## src/rtl/rtype_ctrl_fsm.sv

```systemverilog
// Multi-cycle control sequencer for the R-type datapath: fetch handshake, IR latch,
// ADD/SUB/OR/AND decode, one-cycle write/PC strobes, sticky traps and retire counter.
module rtype_ctrl_fsm #(
  parameter int unsigned FETCH_TIMEOUT = 15,
  parameter int unsigned CNT_W         = 32
) (
  input  logic             clk,
  input  logic             rst,
  input  logic             run,
  output logic             imem_req,
  input  logic             imem_ready,
  input  logic [31:0]      instr_code,
  output logic [31:0]      ir,
  output logic [1:0]       alu_op,
  output logic             reg_file_we,
  output logic             pc_en,
  output logic             illegal,
  output logic             fetch_timeout,
  output logic             busy,
  output logic [CNT_W-1:0] retired
);

  localparam int unsigned TW = $clog2(FETCH_TIMEOUT + 1);

  typedef enum logic [2:0] {
    IDLE   = 3'd0,
    FETCH  = 3'd1,
    DECODE = 3'd2,
    EXEC   = 3'd3,
    TRAP   = 3'd4
  } state_t;

  state_t           state, state_n;
  logic [TW-1:0]    tcnt, tcnt_n;
  logic [31:0]      ir_n;
  logic [1:0]       alu_op_n;
  logic             illegal_n, fetch_timeout_n;
  logic [CNT_W-1:0] retired_n;
  logic             dec_ok;
  logic [1:0]       dec_op;

  always_ff @(posedge clk or posedge rst) begin
    if (rst) begin
      state         <= IDLE;
      tcnt          <= '0;
      ir            <= '0;
      alu_op        <= '0;
      illegal       <= 1'b0;
      fetch_timeout <= 1'b0;
      retired       <= '0;
    end else begin
      state         <= state_n;
      tcnt          <= tcnt_n;
      ir            <= ir_n;
      alu_op        <= alu_op_n;
      illegal       <= illegal_n;
      fetch_timeout <= fetch_timeout_n;
      retired       <= retired_n;
    end
  end

  // Key is {funct7, funct3}; only the four supported R-type encodings are legal.
  always_comb begin
    dec_ok = 1'b0;
    dec_op = alu_op;
    if (ir[6:0] == 7'b0110011) begin
      case ({ir[31:25], ir[14:12]})
        10'b0000000_000: begin dec_ok = 1'b1; dec_op = 2'b00; end
        10'b0100000_000: begin dec_ok = 1'b1; dec_op = 2'b01; end
        10'b0000000_110: begin dec_ok = 1'b1; dec_op = 2'b10; end
        10'b0000000_111: begin dec_ok = 1'b1; dec_op = 2'b11; end
        default:         dec_ok = 1'b0;
      endcase
    end
  end

  always_comb begin
    state_n         = state;
    tcnt_n          = tcnt;
    ir_n            = ir;
    alu_op_n        = alu_op;
    illegal_n       = illegal;
    fetch_timeout_n = fetch_timeout;
    retired_n       = retired;
    case (state)
      IDLE: begin
        if (run) state_n = FETCH;
      end
      FETCH: begin
        // Ready on the final allowed cycle wins over the timeout.
        if (imem_ready) begin
          ir_n    = instr_code;
          tcnt_n  = '0;
          state_n = DECODE;
        end else if (tcnt == TW'(FETCH_TIMEOUT - 1)) begin
          tcnt_n          = '0;
          fetch_timeout_n = 1'b1;
          state_n         = TRAP;
        end else begin
          tcnt_n = tcnt + TW'(1);
        end
      end
      DECODE: begin
        if (dec_ok) begin
          alu_op_n = dec_op;
          state_n  = EXEC;
        end else begin
          illegal_n = 1'b1;
          state_n   = TRAP;
        end
      end
      EXEC: begin
        retired_n = retired + CNT_W'(1);
        state_n   = run ? FETCH : IDLE;
      end
      TRAP:    state_n = TRAP;
      default: state_n = IDLE;
    endcase
  end

  always_comb begin
    imem_req    = (state == FETCH);
    pc_en       = (state == EXEC);
    reg_file_we = (state == EXEC) && (ir[11:7] != 5'd0);
    busy        = (state != IDLE) && (state != TRAP);
  end

endmodule

```

## config.mk

```make
export PLATFORM = sky130hd
export DESIGN_NAME = rtype_ctrl_fsm
export DESIGN_NICKNAME = d
export VERILOG_FILES = /design/src/rtl/rtype_ctrl_fsm.sv
export SDC_FILE = /design/constraint.sdc
export NUM_CORES = 1
export LEC_CHECK = 0
export CORE_AREA = 5 5 93 95
export CTS_CLUSTER_DIAMETER = 50
export CTS_CLUSTER_SIZE = 24
export DETAILED_ROUTE_END_ITERATION = 10
export DIE_AREA = 0 0 98 100
export PLACE_DENSITY = 0.85
export REMOVE_ABC_BUFFERS = 1
export SYNTH_ARGS = -nofsm -noshare
export SYNTH_HDL_FRONTEND = slang
export SYNTH_SLANG_ARGS = --single-unit
export TNS_END_PERCENT = 50
```

## constraint.sdc

```tcl
create_clock -name clk -period 3.6 [get_ports clk]
set_input_delay 1.08 -clock clk [delete_from_list [all_inputs] [get_ports clk]]
set_output_delay 1.08 -clock clk [all_outputs]
set_load 0.02 [all_outputs]
```

==> impl_metrics.csv <==
group,metric,value,unit
status,status,"completed",
synthesis,yosys.area.top_type,"dfrtp_1",
floorplan,die_h,100,µm
global_route,grt_usage,0.156,
detailed_routing,postRouteAntennaNets,0,
timing,grt_setup_unrepaired,"no",
worst_setup_path,path_cells,"or4_1, o21a_1, clkdlybuf4s50_1",
finish,layout.nets,420,
clock_network,post_cts_buffers,0,
timing,hold_violations,0,
placed_design,io_buffers,107,
worst_setup_path,cp.arrival,2010,ps
placed_design,hpwl,5650,µm
synthesis,avgSynthCellArea,13.0,µm²
worst_setup_path,worst_setup_path_end_kind,"output pin",
floorplan,start_util,0.456,
clock_network,cts_resized,0,
detailed_routing,vias_per_cell,5.09,
detailed_routing,num_vias,2482,
pwr,power.leakage,2.15,nW
pwr,irDropWorstVdd,406,µV
global_route,overflow,0,
clock_network,cts-root-buf,"clkbuf_8",
clock_network,clockBufferDepth,2,
floorplan,fp-row-count,32,
timing,setup_tns,0,ps
detailed_routing,totalWireLength,7540,µm
floorplan,fp.coreArea,7650,µm²
finish,syn2layout_area_growth,37.7,%
synthesis,ys.flop_type,"dfrtp_1",
finish,drive_gt1_frac,0.155,
clock_network,htree_levels,3,
clock_network,cts_buffers,9,
timing,min_period_over_period,0.858,
worst_setup_path,max_stage_delay,550,ps
detailed_routing,dr.pass1.iters,4,
placed_design,dp_cells,472,
placed_design,place.gp.congestion,0.769,
worst_setup_path,critPathRequiredTime,2520,ps
detailed_routing,first_iter_violations,97,
worst_setup_path,cp_slowest_cell,"clkdlybuf4s50_1",
floorplan,io_pins,108,
placed_design,placed_cell_area,4600,µm²
min_path,hold_class,"reg -> reg",
timing,fin_skew,8.32,ps
placed_design,pre_cts_slack,844,ps
global_route,antenna_found_initial,0,
clock_network,clk-insertion-delay-late,340,ps
synthesis,yosysMostFrequentCell,"dfrtp_1",
worst_setup_path,cp_top_family,"buffers and inverters",
clock_network,hold_buffers,0,
synthesis,synthCells,268,
clock_network,cts.clk_slew.worst_paths,80,ps
worst_setup_path,worst-setup-path-type,"reg -> out",
timing,setup_viol,0,
clock_network,cts.sinks,75,
synthesis,synthDistinctLibCells,44,
synthesis,ys_warn_count,0,
pwr,p_per_area,687,nW/µm²
synthesis,synth_edf_count,0,
job,maxCapViolations,0,
synthesis,synth_top_area_frac,0.538,
synthesis,ys_seq_elements,75,
worst_setup_path,crit_path_start_kind,"flip-flop",
synthesis,ys_top_cells_by_area,"dfrtp_1 54%, mux2_4 12%, xor2_1 4.5%, xnor2_1 3.5%, buf_12 2.3%",
synthesis,synth.yosys.seq_area_share,0.538,
clock_network,cts_tree,"done",
global_route,first_global_vias,2470,
timing,period_needed,3090,ps
timing,fin_ws,510,ps
worst_setup_path,crit_buf_inv,1,
timing,clock.fmax,0.324,GHz
synthesis,synth_common_cells,"75 x dfrtp_1, 29 x mux2_4, 18 x xor2_1",
finish,stdcell_count,488,
global_route,grt_pass1_wl,12300,µm
finish,fin_area,4800,µm²
synthesis,syn_area,3490,µm²
detailed_routing,drc_errors,0,
timing,worst_pin_slew,575,ps
timing,maxSlewViolCount,0,
detailed_routing,wl_per_cell,15.4,µm
timing,max_slew_margin,0.611,
floorplan,die_w,98,µm
finish,diodes,0,
synthesis,ys_async_sr_fraction,1.00,
global_route,grt_max_degree,34,
worst_setup_path,cp_max_fo,3,
floorplan,die_area,9800,µm²
[power by group]
group	leakage, nW	internal (mW)	switching, mW
Combinational	1.09	0.779	0.585
Clock	0.0977	0.324	0.297
Sequential	0.966	1.08	0.227
[per-layer routing]
metal	part of all wire	global-route usage	routed length, µm
met1	0.43	0.196	3220
met2	0.47	0.249	3540
met3	0.089	0.0625	673
met4	0.014	0.0479	105
met5	0	0	0
[worst paths after layout]
path,start,to,slack [ps],cells after the start
hold / removal,fetch_timeout,fetch_timeout,460,1
setup reg to reg,state[1],ir[0],1490,4
hold reg to reg,fetch_timeout,fetch_timeout,460,1
setup / recovery,ir[8],reg_file_we,510,3
max in group asynchronous,rst,ir[20],1700,3
min in group asynchronous,rst,retired[31],1090,2
[worst register-to-register path: cells and delay by family, from the launching register on]
family                 cells  cell delay, ps
buffers and inverters      1             100
and+or+nand+nor            2            1040
muxes                      1             430
DFF                        1             420
[state kept, by name (all words and copies together) (netlist names)]
| name | cells |
|---|---|
| alu_op | 2 |
| tcnt | 4 |
| state | 3 |
| illegal | 1 |
| fetch_timeout | 1 |
| ir | 32 |
| retired | 32 |
[per-stage QoR]
| stage | power, mW | util | hold WS (ps) |
|---|---|---|---|
| floorplan | 2.08 | - | 445 |
| global placement | 2.66 | 0.601 | 444 |
| detailed placement | 2.70 | 0.601 | 443 |
| CTS | 3.34 | 0.627 | 465 |
| global route | 3.48 | 0.627 | 472 |
| finish | 3.30 | 0.627 | 459 |
[logic make-up (layout without fill, tap and decap cells)]
kind of cell               after synthesis  count (layout)  share of synthesized area
xor gates and xnor gates                32              32                     0.0804
buffers and inverters                   13             131                     0.0370
muxes                                   35              35                      0.144
adders and majority gates                3               3                     0.0108
AOI/OAI and AO/OA                       13              13                     0.0251
and+or+nand+nor                         97              97                      0.164
DFF                                     75              75                      0.538
[final cells by class]
class,count,area [µm²]
clock inverters,3,20.0
well taps,102,128
multi-input cells,180,1480
clock buffers,13,179
fillers,605,2850
flip-flops and latches,75,1880
inverters,5,21.3
repair buffers,110,1090
[layout by cell type (no fill, tap or decap), drive strengths merged, types with 2 or more instances in the layout]
cell,n
a21o,2
and2,3
and3,10
and4,7
buf,3
clkbuf,13
clkdlybuf4s50,107
clkinvlp,2
dfrtp,75
ha,3
inv,5
mux2,35
nand2,17
nand3,13
nand4,10
nand4b,2
nor2,8
nor3,10
nor3b,4
nor4,4
o21ai,4
o31ai,2
xnor2,14
xor2,18
Power figures use the tool's default switching activity.
